===== src/rtl/vga_capture.sv =====
// vga_capture: VGA sink that turns hsync/vsync/rgb back into pixel
// coordinates and colour, measures line/frame timing and reports lock.
module vga_capture #(
    parameter int H_DISPLAY   = 640,
    parameter int H_SYNC      = 96,
    parameter int H_BACK      = 48,
    parameter int H_TOTAL     = 800,
    parameter int V_DISPLAY   = 480,
    parameter int V_SYNC      = 2,
    parameter int V_BACK      = 33,
    parameter int V_TOTAL     = 525,
    parameter int RGB_SKEW    = 1,
    parameter int LOCK_FRAMES = 2
) (
    input  logic        clk,
    input  logic        reset,
    input  logic        p_tick,
    input  logic        hsync,
    input  logic        vsync,
    input  logic [2:0]  rgb,
    output logic        pix_valid,
    output logic [10:0] pixel_x,
    output logic [10:0] pixel_y,
    output logic [2:0]  pix_rgb,
    output logic        frame_start,
    output logic        locked,
    output logic        timing_err,
    output logic [10:0] h_total_meas,
    output logic [10:0] v_total_meas
);
    localparam logic [10:0] CNT_MAX = 11'h7ff;
    localparam logic [10:0] H_TOT   = 11'(H_TOTAL);
    localparam logic [10:0] V_TOT   = 11'(V_TOTAL);
    localparam logic [10:0] H_FIRST = 11'(H_SYNC + H_BACK + RGB_SKEW);
    localparam logic [10:0] H_LAST  = 11'(H_SYNC + H_BACK + RGB_SKEW + H_DISPLAY - 1);
    localparam logic [10:0] V_FIRST = 11'(V_SYNC + V_BACK);
    localparam logic [10:0] V_LAST  = 11'(V_SYNC + V_BACK + V_DISPLAY - 1);
    localparam logic [7:0]  GOOD_LAST = 8'(LOCK_FRAMES - 1);

    typedef enum logic [1:0] {SEARCH, TRAIN, LOCKED} state_t;

    state_t      state;
    logic        hs_prev;
    logic        vs_prev;
    logic        hs_seen;
    logic        frame_bad;
    logic [10:0] h_cnt;
    logic [10:0] v_cnt;
    logic [7:0]  good;

    logic        hs_fall;
    logic        vs_fall;
    logic        h_bad;
    logic        v_bad;
    logic        loss;
    logic        frame_ok;
    logic        in_window;
    logic [10:0] h_next;
    logic [10:0] v_next;
    logic [10:0] h_meas;
    logic [10:0] v_meas;

    // Counters are evaluated at their post-tick value so the window
    // compares the position of the sample being taken right now.
    always_comb begin
        hs_fall = hs_prev & ~hsync;
        vs_fall = vs_prev & ~vsync;
        h_meas  = h_cnt + 11'd1;
        v_meas  = v_cnt + {10'd0, hs_fall};
        if (hs_fall)
            h_next = '0;
        else if (h_cnt == CNT_MAX)
            h_next = CNT_MAX;
        else
            h_next = h_cnt + 11'd1;
        if (vs_fall)
            v_next = '0;
        else if (hs_fall && v_cnt != CNT_MAX)
            v_next = v_cnt + 11'd1;
        else
            v_next = v_cnt;
        loss      = (h_next == CNT_MAX);
        h_bad     = hs_fall & hs_seen & (h_meas != H_TOT);
        v_bad     = vs_fall & (state != SEARCH) & (v_meas != V_TOT);
        frame_ok  = (v_meas == V_TOT) & ~frame_bad & ~h_bad;
        in_window = (h_next >= H_FIRST) && (h_next <= H_LAST) &&
                    (v_next >= V_FIRST) && (v_next <= V_LAST);
    end

    always_ff @(posedge clk) begin
        if (!reset) begin
            state        <= SEARCH;
            hs_prev      <= 1'b0;
            vs_prev      <= 1'b0;
            hs_seen      <= 1'b0;
            frame_bad    <= 1'b0;
            h_cnt        <= '0;
            v_cnt        <= '0;
            good         <= '0;
            pix_valid    <= 1'b0;
            pixel_x      <= '0;
            pixel_y      <= '0;
            pix_rgb      <= '0;
            frame_start  <= 1'b0;
            locked       <= 1'b0;
            timing_err   <= 1'b0;
            h_total_meas <= '0;
            v_total_meas <= '0;
        end else begin
            pix_valid   <= 1'b0;
            frame_start <= 1'b0;
            if (p_tick) begin
                hs_prev     <= hsync;
                vs_prev     <= vsync;
                h_cnt       <= h_next;
                v_cnt       <= v_next;
                frame_start <= vs_fall;
                if (in_window && state == LOCKED) begin
                    pix_valid <= 1'b1;
                    pixel_x   <= h_next - H_FIRST;
                    pixel_y   <= v_next - V_FIRST;
                    pix_rgb   <= rgb;
                end
                if (hs_fall) begin
                    hs_seen <= 1'b1;
                    if (hs_seen)
                        h_total_meas <= h_meas;
                end
                if (vs_fall)
                    v_total_meas <= v_meas;
                if (h_bad || v_bad || loss)
                    timing_err <= 1'b1;
                // A line that never ends means the source is gone.
                if (loss) begin
                    state   <= SEARCH;
                    locked  <= 1'b0;
                    good    <= '0;
                    hs_seen <= 1'b0;
                end else if (vs_fall) begin
                    frame_bad <= 1'b0;
                    unique case (state)
                        SEARCH: begin
                            state <= TRAIN;
                            good  <= '0;
                        end
                        TRAIN: begin
                            if (!frame_ok) begin
                                good <= '0;
                            end else if (good == GOOD_LAST) begin
                                state  <= LOCKED;
                                locked <= 1'b1;
                            end else begin
                                good <= good + 8'd1;
                            end
                        end
                        LOCKED: begin
                            if (!frame_ok) begin
                                state  <= TRAIN;
                                locked <= 1'b0;
                                good   <= '0;
                            end
                        end
                        default: begin
                            state  <= SEARCH;
                            locked <= 1'b0;
                        end
                    endcase
                end else if (h_bad) begin
                    frame_bad <= 1'b1;
                    if (state == LOCKED) begin
                        state  <= TRAIN;
                        locked <= 1'b0;
                        good   <= '0;
                    end
                end
            end
        end
    end

endmodule


===== config.mk =====
export PLATFORM = sky130hd
export DESIGN_NAME = vga_capture
export DESIGN_NICKNAME = d
export VERILOG_FILES = /design/src/rtl/vga_capture.sv
export SDC_FILE = /design/constraint.sdc
export NUM_CORES = 1
export LEC_CHECK = 0
export CORE_MARGIN = 8
export CORE_UTILIZATION = 45
export CTS_CLUSTER_DIAMETER = 30
export CTS_CLUSTER_SIZE = 30
export DETAILED_ROUTE_END_ITERATION = 16
export HOLD_SLACK_MARGIN = 0.15
export PLACE_DENSITY = 0.66
export SLEW_MARGIN = 20
export SYNTH_ARGS = -nofsm -noshare
export SYNTH_HDL_FRONTEND = slang
export SYNTH_SLANG_ARGS = --single-unit
export TNS_END_PERCENT = 20

===== constraint.sdc =====
create_clock -name clk -period 4.7 [get_ports clk]
set_input_delay 0.47 -clock clk [delete_from_list [all_inputs] [get_ports clk]]
set_output_delay 0.47 -clock clk [all_outputs]
set_load 0.05 [all_outputs]

==> results of run 1 <==
sequential cells by signal (all words and copies together) (netlist names), 2 cells and up:
| name | flops |
|---|---|
| pixel_x | 11 |
| good | 8 |
| v_total_meas | 11 |
| v_cnt | 11 |
| pixel_y | 11 |
| h_cnt | 11 |
| pix_rgb | 3 |
| h_total_meas | 11 |
| state | 2 |
placed cells by master, fill, tap and decap left out, types with 6 or more instances in the layout:
| cell type | count |
|---|---|
| dfxtp_1 | 87 |
| nand3_1 | 32 |
| and3_1 | 7 |
| clkbuf_16 | 9 |
| clkdlybuf4s50_1 | 58 |
| or2_2 | 6 |
| o21ai_0 | 26 |
| nor3_1 | 34 |
| nand4_1 | 12 |
| a21oi_1 | 53 |
| and2_1 | 7 |
| buf_4 | 18 |
| xor2_1 | 14 |
| ha_1 | 12 |
| nor2_1 | 66 |
| or3_1 | 9 |
| xnor2_1 | 19 |
| inv_1 | 15 |
| nand2_1 | 42 |
| a211o_1 | 8 |
| a211oi_1 | 23 |
| mux2i_1 | 29 |
| or4_1 | 9 |
| nor4_1 | 10 |
| a32o_1 | 6 |
worst min-delay path by stage:
stage / startpoint / endpoint / depth (start not counted)
floorplan: vs_prev / vs_prev / 2
global placement: h_total_meas[1] / h_total_meas[1] / 2
detailed placement: pixel_x[10] / pixel_x[10] / 2
CTS: h_total_meas[1] / h_total_meas[1] / 2
global route: pixel_y[5] / pixel_y[5] / 2
finish: h_total_meas[1] / h_total_meas[1] / 2
worst max-delay path: stages (launching register included):
cell and delay (ns):
dfxtp_1 0.55, ha_1 0.47, nand3_4 0.19, or4_1 0.73, a21oi_1 0.27, ha_1 0.18
nand3_1 0.08, or3_1 0.43, or2_2 0.34, o211a_1 0.27, or4_1 0.51, a21oi_1 0.16
stage by stage:
stage	cells	area [µm²]	setup WS [ns]	power, W
5_1_grt	859	6430	0.117	0.00162
4_1_cts	859	6420	0.415	0.00158
3_3_place_gp	844	6140	0.520	0.000872
6_report	859	6430	0.421	0.00157
2_1_floorplan	680	5520	1.03	0.000839
3_5_place_dp	844	6140	0.416	0.000874
power groups by stage:
stage | Combinational [W] | Sequential (W) | Clock, W
after CTS | 0.000107 | 0.000751 | 0.000726
after global routing | 0.000115 | 0.000752 | 0.000757
final | 0.000107 | 0.000751 | 0.000712
after global placement | 0.000105 | 0.000767 | 0
after detailed placement | 0.000106 | 0.000768 | 0
after floorplan | 0.0000660 | 0.000773 | 0
logic make-up (layout without fill, tap and decap cells):
kind of cell / count (synthesis) / after routing / share of synthesized area, %
buffers and inverters: 75 / 107 / 6.32
flip-flops: 87 / 87 / 31.5
adder cells (fa/ha/maj): 12 / 12 / 2.72
XOR/XNOR: 33 / 33 / 5.23
AO/OA/AOI/OAI: 181 / 181 / 24.0
AND/OR/NAND/NOR: 262 / 262 / 24.7
multiplexers: 30 / 30 / 5.46
layer usage:
| layer | GRT usage [%] | up-vias | wire length [µm] |
|---|---|---|---|
| li1 | - | 2559 | - |
| met5 | 0 | - | 0 |
| met4 | 8.47 | 0 | 465 |
| met3 | 4.52 | 39 | 980 |
| met2 | 33.1 | 158 | 7650 |
| met1 | 23.1 | 2478 | 6670 |
final cells by class:
cell class                      instances  area share [%]
Multi-Input combinational cell        518            53.5
Inverter                               16           0.954
Tap cell                              147            2.86
Sequential cell                        87            27.1
Clock buffer                            9            3.50
Timing Repair Buffer                   76            11.1
Clock inverter                          6           0.954
==> results.json, run 1 <==
{
  "outcome": "finished clean",
  "rsz0062_at_grt": "no",
  "antenna_found_initial": 0,
  "via_count": 5234,
  "die-area_um2": 16100,
  "totalWireLength_um": 15800,
  "ctsHtreeMaxLevel": 3,
  "post_cts_buffers": 0,
  "die_y_um": 127,
  "async_flop_share_pct": 0,
  "hp-class": "flip-flop to flip-flop",
  "coreArea_um2": 12000,
  "hold_viol_final": 0,
  "port_buffers": 58,
  "mappedNetlistArea_um2": 5520,
  "clock_skew_ns": 0.00651,
  "ios": 59,
  "worst-slew-pin-transition_ns": 0.956,
  "cp.required_ns": 4.95,
  "die_w_um": 127,
  "synthFlopType": "dfxtp_1",
  "start_util_pct": 46.0,
  "antenna_cells": 0,
  "switching_share_pct": 24.4,
  "ir_worst_vdd_v": 0.000137,
  "grt_use_total_pct": 19.5,
  "rr_worst_depth": 11,
  "viasPerCell": 6.09,
  "cp.arrival_ns": 4.53,
  "routabilityCongestion": 0.876,
  "ys_types": 77,
  "ant_nets": 0,
  "clock.fmax_mhz": 234,
  "cp_max_fo": 12,
  "grt_overflow_total": 0,
  "switching_power_w": 0.000383,
  "synth_fp_nets": 700,
  "startpoint": "h_cnt[0]",
  "cellPowerDensity_nw_per_um2": 244,
  "numCtsBuffers": 9,
  "hpwlAfterDp_um": 11400,
  "start_kind": "flip-flop",
  "maxCapViolCount": 0,
  "p_int_w": 0.00119,
  "yosysTopAreaCellShare_pct": 31.5,
  "seq_area_um2": 1740,
  "rrSetupSlack_ns": 0.42,
  "grt_pass1_vias": 4892,
  "rr_startpoint": "h_cnt[0]",
  "clk_pin_slew_ns": 0.06,
  "synth_seq_area_share_pct": 31.5,
  "fillers": 1145,
  "syn_avg_cell_area_um2": 8.12,
  "root_buffer": "clkbuf_16",
  "endpoint": "good[0]",
  "grt_start_max_net_pins": 59,
  "cts.sinks": 87,
  "synth_edf_count": 0,
  "setup_tns_ns": 0,
  "num_rows": 40,
  "wl_per_cell_um": 18.3,
  "cts_buffer_depth": 2,
  "grt_pass1_wl_um": 25300,
  "yosys_warnings": 0,
  "synth.top_cells.by_area": "dfxtp_1, mux2i_1, a21oi_1, nor2_1, nor3_1",
  "finish.utilization_pct": 53.5,
  "setup_viol": 0,
  "syn2layout_area_growth_pct": 16.4,
  "firstDrtPassIters": 6,
  "seqPwrFrac_pct": 47.8,
  "power_leakage_nw": 2.28,
  "synthCells": 680,
  "drcViolationCount": 0,
  "clock_power_share_pct": 45.3,
  "yosysMostFrequentCell": "dfxtp_1",
  "critPathKind": "flip-flop to flip-flop",
  "maxSlewHeadroom_pct": 35.7,
  "slew_violations": 0,
  "drtIter0Drc": 455,
  "clock_latency_ns": 0.35,
  "multi_input_area_um2": 3440,
  "yosys-top-cells-count": "dfxtp_1, nor2_1, a21oi_1",
  "timing.hold.ws_ns": 0.460,
  "power_frac_comb_pct": 6.8,
  "period_needed_ns": 4.28,
  "layout-drive-gt1-share_pct": 9.69,
  "nets": 728,
  "period_share_pct": 91.0,
  "synth_seq_cells": 87,
  "timing.rr.end": "good[0]",
  "cts_tree": "done",
  "postCtsHoldBufs": 0,
  "end_kind": "flip-flop",
  "yosys.area.top_type": "dfxtp_1",
  "cts_resized": 0
}
Power figures use the tool's default switching activity.
==> run 2: changes to the inputs <==
--- a/config.mk
+++ b/config.mk
@@ -7,7 +7,6 @@
 export LEC_CHECK = 0
 export CORE_MARGIN = 8
 export CORE_UTILIZATION = 45
-export CTS_CLUSTER_DIAMETER = 30
 export CTS_CLUSTER_SIZE = 30
 export DETAILED_ROUTE_END_ITERATION = 16
 export HOLD_SLACK_MARGIN = 0.15
@@ -16,4 +15,4 @@
 export SYNTH_ARGS = -nofsm -noshare
 export SYNTH_HDL_FRONTEND = slang
 export SYNTH_SLANG_ARGS = --single-unit
-export TNS_END_PERCENT = 20
+export TNS_END_PERCENT = 1
==> results of run 2 <==
No change in the layout: final DEF, timing and power equal those of run 1.
